`config.mk`:
```
export PLATFORM = sky130hd
export DESIGN_NAME = dmlb_miss_replay
export DESIGN_NICKNAME = d
export VERILOG_FILES = /design/src/rtl/lsu_pkg.sv /design/src/rtl/dmlb_miss_fifo.sv /design/src/rtl/dmlb_miss_replay.sv
export SDC_FILE = /design/constraint.sdc
export NUM_CORES = 1
export LEC_CHECK = 0
export CORE_MARGIN = 5
export CORE_UTILIZATION = 47
export CTS_CLUSTER_SIZE = 8
export DETAILED_ROUTE_END_ITERATION = 7
export PLACE_DENSITY = 0.84
export SKIP_LAST_GASP = 1
export SYNTH_ARGS = -nofsm -noshare
export SYNTH_HDL_FRONTEND = slang
export SYNTH_SLANG_ARGS = --single-unit
```
`constraint.sdc`:
```
create_clock -name clk -period 4.5 [get_ports clk]
set_input_delay 0.9 -clock clk [delete_from_list [all_inputs] [get_ports clk]]
set_output_delay 0.9 -clock clk [all_outputs]
set_load 0.01 [all_outputs]
```
`src/rtl/lsu_pkg.sv`:
```
// rtl/lsu_pkg.sv - shared types for the dmlb miss-replay slice
// Purpose: miss-queue entry layout, replay FSM states, walk key width and
// the page-number helper used for duplicate detection and walk keys.
// Ports: none (package).
package lsu_pkg;

    localparam int WALK_KEY_WIDTH  = 52;
    localparam int DMLB_DATA_WIDTH = 64;

    typedef struct packed {
        logic [43:0] addr;
        logic [3:0]  attr;
        logic        thread;
    } miss_entry_t;

    typedef enum logic [2:0] {
        IDLE,
        WREQ,
        WWAIT,
        REPLAY,
        DRAIN
    } replay_state_t;

    // Page number as used in the MLB lookup key (8 KiB pages).
    function automatic logic [30:0] page_of(input logic [43:0] addr);
        return addr[43:13];
    endfunction

endpackage

```
`src/rtl/dmlb_miss_fifo.sv`:
```
// rtl/dmlb_miss_fifo.sv - miss queue with page+thread compare across live entries
// Purpose: FIFO of pending MLB misses. cmp_hit reports whether any live entry
// (the head included) matches cmp_page/cmp_thread.
// Ports: clk, rst (sync, active-high), clr (flush), push/push_data, pop,
//        head, empty, full, cmp_page/cmp_thread -> cmp_hit.
module dmlb_miss_fifo
    import lsu_pkg::*;
#(
    parameter int DEPTH = 4
) (
    input  logic        clk,
    input  logic        rst,
    input  logic        clr,
    input  logic        push,
    input  miss_entry_t push_data,
    input  logic        pop,
    output miss_entry_t head,
    output logic        empty,
    output logic        full,
    input  logic [30:0] cmp_page,
    input  logic        cmp_thread,
    output logic        cmp_hit
);

    localparam int AW = $clog2(DEPTH);

    miss_entry_t      mem [DEPTH];
    logic [AW:0]      rd_ptr;
    logic [AW:0]      wr_ptr;
    logic [AW:0]      count;
    logic [DEPTH-1:0] hit;

    // Extra MSB on the pointers separates full from empty.
    assign count = wr_ptr - rd_ptr;
    assign empty = (rd_ptr == wr_ptr);
    assign full  = (rd_ptr[AW-1:0] == wr_ptr[AW-1:0]) && (rd_ptr[AW] != wr_ptr[AW]);
    assign head  = mem[rd_ptr[AW-1:0]];

    // A slot is live when its distance from the read pointer is below count.
    for (genvar g = 0; g < DEPTH; g++) begin : g_cam
        logic [AW-1:0] offs;
        assign offs   = AW'(g) - rd_ptr[AW-1:0];
        assign hit[g] = ({1'b0, offs} < count)
                        && (page_of(mem[g].addr) == cmp_page)
                        && (mem[g].thread == cmp_thread);
    end

    assign cmp_hit = |hit;

    always_ff @(posedge clk) begin
        if (rst || clr) begin
            rd_ptr <= '0;
            wr_ptr <= '0;
        end else begin
            if (push) wr_ptr <= wr_ptr + (AW+1)'(1);
            if (pop)  rd_ptr <= rd_ptr + (AW+1)'(1);
        end
    end

    always_ff @(posedge clk) begin
        if (push) mem[wr_ptr[AW-1:0]] <= push_data;
    end

endmodule

```
`src/rtl/dmlb_miss_replay.sv`:
```
// rtl/dmlb_miss_replay.sv - MLB miss capture, page-walk serialisation and replay probe
// Purpose: queues address-calc MLB misses, walks them one at a time, fills the
// data MLB and re-issues the faulting address on mex_* so address-calc re-looks-up.
// Ports: miss_* (capture) / miss_retry, walk_* (page walker), proc (process id),
//        mlb_* (fill), bus_hold/mex_* (replay probe), fault_* (walk fault),
//        except (flush), busy.
module dmlb_miss_replay
    import lsu_pkg::*;
#(
    parameter int DEPTH          = 4,
    parameter int MLB_DATA_WIDTH = DMLB_DATA_WIDTH,
    parameter int PADDR_WIDTH    = 44
) (
    input  logic                      clk,
    input  logic                      rst,
    input  logic                      except,
    input  logic                      miss_en,
    input  logic [PADDR_WIDTH-1:0]    miss_addr,
    input  logic [3:0]                miss_attr,
    input  logic                      miss_thread,
    output logic                      miss_retry,
    output logic                      walk_req,
    output logic [WALK_KEY_WIDTH-1:0] walk_addr,
    output logic [3:0]                walk_attr,
    output logic                      walk_thread,
    input  logic                      walk_ack,
    input  logic                      walk_done,
    input  logic                      walk_fault,
    input  logic [MLB_DATA_WIDTH-1:0] walk_data,
    input  logic [23:0]               proc,
    output logic                      mlb_wen,
    output logic [WALK_KEY_WIDTH-1:0] mlb_waddr,
    output logic [MLB_DATA_WIDTH-1:0] mlb_wdata,
    input  logic                      bus_hold,
    output logic                      mex_en,
    output logic [PADDR_WIDTH-1:0]    mex_addr,
    output logic [3:0]                mex_attr,
    output logic                      fault_en,
    output logic [PADDR_WIDTH-1:0]    fault_addr,
    output logic                      busy
);

    replay_state_t             state;
    miss_entry_t               head;
    miss_entry_t               new_entry;
    logic                      empty;
    logic                      full;
    logic                      dup;
    logic                      push;
    logic                      pop;
    logic                      walk_live;
    logic                      done_live;
    logic [WALK_KEY_WIDTH-1:0] key_q;
    logic [WALK_KEY_WIDTH-1:0] cur_key;
    logic                      unused_proc_hi;

    assign unused_proc_hi = ^proc[23:21];
    assign new_entry      = '{addr: miss_addr, attr: miss_attr, thread: miss_thread};

    // proc is only trusted while WREQ; the key is latched at walk_ack for the fill.
    assign cur_key = (state == WREQ) ? {proc[20:0], page_of(head.addr)} : key_q;

    // A done counts while waiting, or in the very cycle the walker accepts.
    assign walk_live = ((state == WREQ) && walk_ack) || (state == WWAIT);
    assign done_live = walk_live && walk_done && !except;

    assign mlb_wen  = done_live && !walk_fault;
    assign fault_en = done_live && walk_fault;
    assign mex_en   = (state == REPLAY) && !bus_hold && !except;
    assign pop      = fault_en || mex_en;

    // A full queue still takes a miss when the head leaves in the same cycle.
    assign push = miss_en && !except && !dup && (!full || pop);

    assign walk_req    = (state == WREQ);
    assign walk_addr   = walk_req ? cur_key : '0;
    assign walk_attr   = walk_req ? head.attr : '0;
    assign walk_thread = walk_req ? head.thread : 1'b0;
    assign mlb_waddr   = mlb_wen ? cur_key : '0;
    assign mlb_wdata   = mlb_wen ? walk_data : '0;
    assign mex_addr    = (state == REPLAY) ? head.addr : '0;
    assign mex_attr    = (state == REPLAY) ? head.attr : '0;
    assign fault_addr  = fault_en ? head.addr : '0;

    dmlb_miss_fifo #(
        .DEPTH (DEPTH)
    ) u_fifo (
        .clk        (clk),
        .rst        (rst),
        .clr        (except),
        .push       (push),
        .push_data  (new_entry),
        .pop        (pop),
        .head       (head),
        .empty      (empty),
        .full       (full),
        .cmp_page   (page_of(miss_addr)),
        .cmp_thread (miss_thread),
        .cmp_hit    (dup)
    );

    always_ff @(posedge clk) begin
        if (rst) begin
            state      <= IDLE;
            key_q      <= '0;
            busy       <= 1'b0;
            miss_retry <= 1'b0;
        end else begin
            busy       <= !empty || (state != IDLE);
            miss_retry <= miss_en && !except && !dup && full && !pop;
            if ((state == WREQ) && walk_ack) key_q <= cur_key;
            case (state)
                IDLE: begin
                    if (!except && !empty) state <= WREQ;
                end
                WREQ: begin
                    // An accepted walk that is flushed must still be drained.
                    if (except)        state <= (walk_ack && !walk_done) ? DRAIN : IDLE;
                    else if (walk_ack) state <= walk_done ? (walk_fault ? IDLE : REPLAY) : WWAIT;
                end
                WWAIT: begin
                    if (except)         state <= walk_done ? IDLE : DRAIN;
                    else if (walk_done) state <= walk_fault ? IDLE : REPLAY;
                end
                REPLAY: begin
                    if (except || !bus_hold) state <= IDLE;
                end
                DRAIN: begin
                    if (walk_done) state <= IDLE;
                end
                default: state <= IDLE;
            endcase
        end
    end

endmodule

```
==> impl_metrics.ini, run 1 <==
[setup_path]
path_delay_family = buffers and inverters
crit_path_max_incr_delay_ps = 590
critical_path_class = primary input to output pin
worstPathRequired_ps = 3600
timing.critical_path.from = walk_ack
crit_arrival_ps = 3370
worstPathBufferInverterCount = 5
critical_path_peak_fanout = 49
crit_path_end_kind = output pin
cp_cell_sequence = clkdlybuf4s50_1 -> inv_2 -> o21ai_2 -> nand3_1 -> or2_2 -> inv_2 -> buf_12 -> and2_1 -> clkdlybuf4s50_1
r2r_end = u_fifo.mem[0][2]
critical_path.slowest_cell = sky130_fd_sc_hd__clkdlybuf4s50_1
r2r_slack_ps = 830
reg2reg_from = u_fifo.wr_ptr[0]
reg2regPathDepth = 12
setup.worst_path.start_class = primary input

[clock_tree]
clkLatencyLatePin_ps = 510
tritoncts = built
cts.htree.levels = 2
clock_transition_at_the_registers_of_the_reported_paths_ps = 50
cts_repair_resize_count = 0
root_buffer = sky130_fd_sc_hd__clkbuf_16
ctsLongestPathBuffers = 3
cts_hold_buf = 0
number_of_buffers_created_by_cts = 38
clock_sinks = 261
post_cts_buffers = 0

[yosys]
synth_enable_flop_cells = 196
synth_largest_type_area_fraction_pct = 44.2
synth-main-ff-cell = sky130_fd_sc_hd__edfxtp_1
asyncSetResetFlopFracSynth_pct = 0
post-synth-top-area-cell = sky130_fd_sc_hd__edfxtp_1
post_synth_inst_count = 1218
ys_seq_area_share_pct = 54.0
yosysUniqueCellTypes = 38
post_synth_instance_area_um2 = 13300
postSynthAreaPerCell_um2 = 10.9
synthTopCellsByArea = sky130_fd_sc_hd__edfxtp_1, sky130_fd_sc_hd__dfxtp_1, sky130_fd_sc_hd__xnor2_1
number_of_synthesized_register_bits = 261
yosysWarningCount = 0
syn-num-nets = 1378

[layout]
syn_to_final_growth_pct = 40.8
finalNetCount = 1748
share_of_layout_cells_above_drive_strength_1_pct = 8.08
layout.cells.non_filler = 1984
layout.core_utilization_pct = 67.3
nFillCells = 2019

[drt]
dr_total_vias = 11000
detail_route.first_pass.iterations = 5
drtIter0Drc = 1018
drt_drc_violations_left = 0
wirelength_mm = 49.1
detail_route.wl_per_cell_um = 24.7
detail_route.vias_per_cell = 5.54
detail-route-antenna-nets = 0

[timing]
setup_violations = 0
final.setup.tns_ps = 0
drv_slew = 0
min_period_over_period_pct = 94.9
worst_pin_slew_ps = 1120
skew_ps = 8.50
fmax_mhz = 234
rsz_0062_raised_after_global_routing = false
finalHoldViolations = 0
period_minus_slack_ps = 4270
worst_slew_margin_rel_pct = 25.3

[power_and_ir_drop]
max-vdd-ir-drop_mv = 0.315
p_leak_nw = 6.41
power.density_cell_area_nw_per_um2 = 359
design_power_total_mw = 6.72

[floorplanning]
floorplan.core_area_um2 = 27900
die_w_um = 178
floorplan.die_area_um2 = 31800
fp.dieH_um = 178
floorplan.rows = 61
initial_core_util_pct = 47.8
pin_count = 416

[placed_design]
port_buffers = 412
place_inst = 1926
dpl.hpwl_mm = 36.8
routabilityCongestion = 0.939

[min_path]
hold_path_end = key_q[47]
hold_path.class = flip-flop to flip-flop
hold_path_startpoint = key_q[47]
worst_hold_path.num_cells = 2

[global_route]
number_of_global_route_vias_before_repair = 10900
wire_length_of_the_first_global_routing_pass_mm = 69.9
antenna_violations_before_repair = 12
grt_start_max_net_pins = 54
globalRouteOverflowTotal = 0
grt_usage_pct = 29.7

[outcome]
result_of_the_run = completed

[job]
cap_violations = 0
## final cells by class
cell class / instances / area (µm²) / share of cell area [%]
clock buffers: 46 / 981 / 5.23
multi-input cells: 793 / 5500 / 29.3
diodes: 9 / 22.5 / 0.120
well taps: 378 / 473 / 2.52
clock inverters: 3 / 43.8 / 0.234
repair buffers: 431 / 4300 / 22.9
inverters: 63 / 236 / 1.26
flip-flops and latches: 261 / 7190 / 38.4
## metal layers
| metal | share of wire, % | vias to the layer above | routed length, µm | track usage (%) |
|---|---|---|---|---|
| li1 | - | 4895 | - | - |
| met1 | 36 | 5345 | 17900 | 36.3 |
| met2 | 50 | 623 | 24400 | 50.4 |
| met3 | 8.9 | 123 | 4350 | 6.36 |
| met4 | 4.8 | 4 | 2380 | 14.0 |
| met5 | 0.069 | - | 34 | 0 |
## cell families (layout without fill, tap and decap cells)
logic type / Yosys count / count (layout) / share of synthesized area (%)
compound gates: 127 / 127 / 4.99
xor+xnor: 132 / 132 / 8.68
fa+ha+maj: 15 / 15 / 1.47
buf+inv: 164 / 543 / 4.88
flops: 261 / 261 / 54.0
mux: 49 / 49 / 8.29
other cells: 0 / 9 / 0
simple gates: 470 / 470 / 17.7
## cell usage in the layout (no fill, tap or decap), types with 2 or more instances in the layout
master	n
sky130_fd_sc_hd__nand4_1	34
sky130_fd_sc_hd__o21ai_2	2
sky130_fd_sc_hd__inv_2	3
sky130_fd_sc_hd__and4_1	2
sky130_fd_sc_hd__buf_12	3
sky130_fd_sc_hd__o21ai_1	4
sky130_fd_sc_hd__xnor2_1	129
sky130_fd_sc_hd__nand2_1	216
sky130_fd_sc_hd__and3_2	3
sky130_fd_sc_hd__clkdlybuf4s50_1	410
sky130_fd_sc_hd__a21boi_1	2
sky130_fd_sc_hd__or3_1	2
sky130_fd_sc_hd__dfxtp_1	63
sky130_fd_sc_hd__clkbuf_1	8
sky130_fd_sc_hd__xor2_1	3
sky130_fd_sc_hd__and2_1	161
sky130_fd_sc_hd__nand3_1	7
sky130_fd_sc_hd__or2_2	2
sky130_fd_sc_hd__ha_1	14
sky130_fd_sc_hd__a21oi_1	112
sky130_fd_sc_hd__diode_2	9
sky130_fd_sc_hd__mux4_2	49
sky130_fd_sc_hd__nor2_1	11
sky130_fd_sc_hd__nor2b_1	4
sky130_fd_sc_hd__or2_0	2
sky130_fd_sc_hd__nor2_4	2
sky130_fd_sc_hd__clkbuf_16	38
sky130_fd_sc_hd__edfxtp_1	196
sky130_fd_sc_hd__inv_1	60
sky130_fd_sc_hd__o21ai_0	4
sky130_fd_sc_hd__nor4_1	8
sky130_fd_sc_hd__buf_4	17
sky130_fd_sc_hd__nor3_1	10
## power breakdown
group | switching [mW] | internal [mW] | total, mW | leakage [nW]
Combinational | 0.850 | 0.618 | 1.47 | 3.60
Clock | 0.990 | 1.52 | 2.51 | 0.498
Sequential | 0.0578 | 2.69 | 2.75 | 2.31
## worst register-to-register path, stage by stage, from the launching register on
cell and delay (ps):
sky130_fd_sc_hd__dfxtp_1 370, sky130_fd_sc_hd__inv_1 180, sky130_fd_sc_hd__ha_1 170, sky130_fd_sc_hd__inv_1 50, sky130_fd_sc_hd__fa_1 470, sky130_fd_sc_hd__inv_1 100
sky130_fd_sc_hd__ha_1 300, sky130_fd_sc_hd__nor2b_1 130, sky130_fd_sc_hd__o21ai_1 100, sky130_fd_sc_hd__a311oi_2 240, sky130_fd_sc_hd__and4_1 350, sky130_fd_sc_hd__and3_2 200
sky130_fd_sc_hd__buf_4 590
## metrics by stage
step                      instance area (µm²)  worst slack [ps]  hold WS (ps)
after CTS                               18700               252           454
after floorplan                         13300               692           437
after global placement                  17700               302           442
after global routing                    18700               107           470
after detailed placement                17700               262           447
final                                   18700               228           454
## registers in the layout, summed over array words and instances (netlist names), named ones only
| name | flops |
|---|---|
| miss_retry | 1 |
| key_q | 52 |
| busy | 1 |
| u_fifo.rd_ptr | 3 |
| u_fifo.wr_ptr | 3 |
| u_fifo.mem | 196 |
| state | 3 |
## worst max path at each step
stage | end | slack (ps) | cells after the start
6_report | mlb_wdata[0] | 230 | 9
5_1_grt | mlb_wdata[0] | 110 | 9
4_1_cts | mlb_wdata[0] | 250 | 9
3_5_place_dp | mlb_wdata[0] | 260 | 9
3_3_place_gp | mlb_waddr[8] | 300 | 8
2_1_floorplan | u_fifo.mem[0][0] | 690 | 12
## cells in the mapped netlist, types with 7 or more instances
| master | instances |
|---|---|
| sky130_fd_sc_hd__a21oi_1 | 112 |
| sky130_fd_sc_hd__and2_1 | 161 |
| sky130_fd_sc_hd__buf_2 | 24 |
| sky130_fd_sc_hd__clkbuf_1 | 75 |
| sky130_fd_sc_hd__dfxtp_1 | 65 |
| sky130_fd_sc_hd__edfxtp_1 | 196 |
| sky130_fd_sc_hd__ha_1 | 14 |
| sky130_fd_sc_hd__inv_1 | 60 |
| sky130_fd_sc_hd__mux4_2 | 49 |
| sky130_fd_sc_hd__nand2_1 | 217 |
| sky130_fd_sc_hd__nand3_1 | 7 |
| sky130_fd_sc_hd__nand4_1 | 34 |
| sky130_fd_sc_hd__nor2_1 | 13 |
| sky130_fd_sc_hd__nor3_1 | 10 |
| sky130_fd_sc_hd__nor4_1 | 8 |
| sky130_fd_sc_hd__xnor2_1 | 129 |
No activity file was read; power rests on OpenSTA's default activity.
==> run 2: changes to the inputs <==
CELL_PAD_IN_SITES_DETAIL_PLACEMENT = 0   (was unset)
CELL_PAD_IN_SITES_GLOBAL_PLACEMENT = 1   (was unset)
CORE_UTILIZATION = 36   (was 47)
PLACE_DENSITY = 0.83   (was 0.84)
SYNTH_HIERARCHICAL = 1   (was unset)
==> run 2 against run 1 <==
Against the previous run:
- power decreased by 13%
- sequential power decreased by 3%
- first-iteration DRC count decreased by 22%
- setup slack improved by 150 ps
- area after synthesis increased by 0.70%
- sequential share of layout area decreased by 0.47 points
- global-route usage decreased by 8.3 points
- worst hold slack got worse by 2.4 ps
- critical endpoint is now mlb_waddr[19]
- largest cell class unchanged
==> impl_metrics.ini, run 2 <==
[clock_tree]
ctsLongestPathBuffers = 3
tritoncts = built
clkLatencyLatePin_ps = 520
cts_hold_buf = 0
number_of_buffers_created_by_cts = 38
cts.htree.levels = 2
cts_repair_resize_count = 0
clock_transition_at_the_registers_of_the_reported_paths_ps = 50
clock_sinks = 261
post_cts_buffers = 0
root_buffer = sky130_fd_sc_hd__clkbuf_16

[drt]
wl_met2_mm = 22.9
detail_route.vias_per_cell = 5.07
detail_route.first_pass.iterations = 5
dr_total_vias = 10500
wl_met3_mm = 3.13
highest_layer = met4
detail-route-antenna-nets = 0
drtIter0Drc = 790
wirelength_mm = 46.3
m1WireLength_mm = 19.1
drt_drc_violations_left = 0
detail_route.wl_per_cell_um = 22.4

[placed_design]
place_inst = 2010
port_buffers = 412
dpl-instance-area_um2 = 17900
dp_slack_ps = 390
dpl.hpwl_mm = 33.8
routabilityCongestion = 0.866

[layout]
antenna_cells = 0
layout_common_cells = sky130_fd_sc_hd__clkdlybuf4s50_1, sky130_fd_sc_hd__nand2_1, sky130_fd_sc_hd__edfxtp_1
multiInputGateArea_um2 = 5530
largest_register_ff_count = 196
finalNetCount = 1742
syn_to_final_growth_pct = 41.5
seq_area_um2 = 7190
share_of_layout_cells_above_drive_strength_1_pct = 7.87
layout.cells.most_common = sky130_fd_sc_hd__clkdlybuf4s50_1
layout.cells.non_filler = 2069
nFillCells = 3235
design_area_um2 = 19000

[setup_path]
critical_path_class = primary input to output pin
timing.critical_path.from = walk_ack
crit_path_end_kind = output pin
critical_path.slowest_cell = sky130_fd_sc_hd__clkdlybuf4s50_1
crit_arrival_ps = 3220
reg2reg_from = u_fifo/wr_ptr[0]
crit_path_max_incr_delay_ps = 590
worstPathRequired_ps = 3600
r2r_end = u_fifo/mem[1][1]
reg2regPathDepth = 15
cp_cell_sequence = clkdlybuf4s50_1 -> nand3b_1 -> a21oi_4 -> nand2_2 -> buf_4 -> a21oi_1 -> clkdlybuf4s50_1
crit_path_frequent_cell = sky130_fd_sc_hd__clkdlybuf4s50_1
r2r_slack_ps = 540
setup.worst_path.start_class = primary input
critical_path_peak_fanout = 51

[yosys]
synth_enable_flop_cells = 196
syn-num-nets = 1375
yosysWarningCount = 6
post-synth-top-count-cell = sky130_fd_sc_hd__nand2_1
post_synth_inst_count = 1215
ys_seq_area_share_pct = 53.6
postSynthAreaPerCell_um2 = 11.0
synth.cells.most_frequent = sky130_fd_sc_hd__nand2_1, sky130_fd_sc_hd__edfxtp_1, sky130_fd_sc_hd__xnor2_1
number_of_synthesized_register_bits = 261
synth_largest_type_area_fraction_pct = 43.9
yosysUniqueCellTypes = 46
synthTopCellsByArea = sky130_fd_sc_hd__edfxtp_1, sky130_fd_sc_hd__dfxtp_1, sky130_fd_sc_hd__xnor2_1
synth-main-ff-cell = sky130_fd_sc_hd__edfxtp_1
asyncSetResetFlopFracSynth_pct = 0
post_synth_instance_area_um2 = 13400
post-synth-top-area-cell = sky130_fd_sc_hd__edfxtp_1

[power_and_ir_drop]
p_int_mw = 4.48
p_comb_share_pct = 9.8
net-switching-power_mw = 1.34
max-vdd-ir-drop_mv = 0.282
power.share.sequential_pct = 45.7
power.density_cell_area_nw_per_um2 = 307
power.share.clock_pct = 44.5
swShare_pct = 23.1
p_leak_nw = 6.62

[floorplanning]
pin_count = 416
fp.dieH_um = 203
initial_core_util_pct = 36.5
floorplan.die_area_um2 = 41200
floorplan.rows = 70
floorplan.core_area_um2 = 36700
die_w_um = 203

[min_path]
hold_path_startpoint = key_q[49]
worst_hold_path.num_cells = 2
hold_path_end = key_q[49]
hold_path.class = flip-flop to flip-flop

[timing]
rsz_0062_raised_after_global_routing = false
skew_ps = 17.6
setup_violations = 0
fmax_mhz = 243
drv_slew = 0
worst_slew_margin_rel_pct = 23.5
worst_pin_slew_ps = 1150
final.setup.tns_ps = 0
timing.final.ws_setup_ps = 380
min_period_over_period_pct = 91.6
finalHoldViolations = 0
period_minus_slack_ps = 4120

[global_route]
grt_usage_pct = 21.4
wire_length_of_the_first_global_routing_pass_mm = 67.0
globalRouteOverflowTotal = 0
number_of_global_route_vias_before_repair = 10400
antenna_violations_before_repair = 0
grt_start_max_net_pins = 66

[outcome]
result_of_the_run = completed

[job]
cap_violations = 0
==> run 2: cell count changes after synthesis, moves of 6 or more <==
cell / change
sky130_fd_sc_hd__and2_1: -59
sky130_fd_sc_hd__and3_1: +63
sky130_fd_sc_hd__nor3_1: -9
sky130_fd_sc_hd__buf_4: +10
sky130_fd_sc_hd__nand2_1: -6
sky130_fd_sc_hd__buf_2: -16
==> run 2: cell type report <==
type / count / share of cell area, %
clock buffers: 56 / 5.42
clock inverters: 3 / 0.290
inverters: 63 / 1.26
multi-input cells: 787 / 29.1
flip-flops and latches: 261 / 37.9
well taps: 468 / 3.09
repair buffers: 431 / 22.9
==> run 2: worst max-delay path by stage <==
| stage | cells past startpoint | slack, ps | end |
|---|---|---|---|
| 6_report | 7 | 380 | mlb_waddr[19] |
| 3_5_place_dp | 11 | 390 | u_fifo/mem[1][1] |
| 5_1_grt | 7 | 220 | mlb_waddr[19] |
| 3_3_place_gp | 11 | 400 | u_fifo/mem[1][2] |
| 4_1_cts | 7 | 420 | mlb_waddr[19] |
| 2_1_floorplan | 13 | 210 | u_fifo/mem[3][0] |
==> run 2: logic make-up after synthesis <==
logic type	synth area share, %
buffers and inverters	5.43
DFF	53.6
and+or+nand+nor	17.5
adders and majority gates	1.46
muxes	8.44
xor gates and xnor gates	8.75
AOI/OAI and AO/OA	4.85
==> run 2: worst max-delay path, delay by kind of cell <==
kind | cells | cell delay, ps
buffers and inverters | 3 | 1470
AOI/OAI and AO/OA | 2 | 490
and+or+nand+nor | 2 | 300
==> run 2: metal layers <==
layer	vias up	GRT usage (%)
met5	-	0
met3	68	4.57
li1	4915	-
met1	5095	27.9
met2	407	36.3
met4	0	5.55
==> run 2: power by group through the flow <==
stage               clock network, mW  logic, mW  registers (mW)
global route                     2.76      0.613            2.66
CTS                              2.65      0.575            2.66
finish                           2.59      0.570            2.66
global placement                    0      0.566            2.70
detailed placement                  0      0.572            2.70
floorplan                           0      0.270            2.70
==> run 2: per-stage QoR <==
stage / hold WS, ps / utilization, % / total power, mW
after global routing: 469 / 51.7 / 6.03
after CTS: 454 / 51.7 / 5.88
after floorplan: 437 / - / 2.97
after global placement: 442 / 48.8 / 3.27
final: 452 / 51.7 / 5.82
after detailed placement: 447 / 48.8 / 3.27
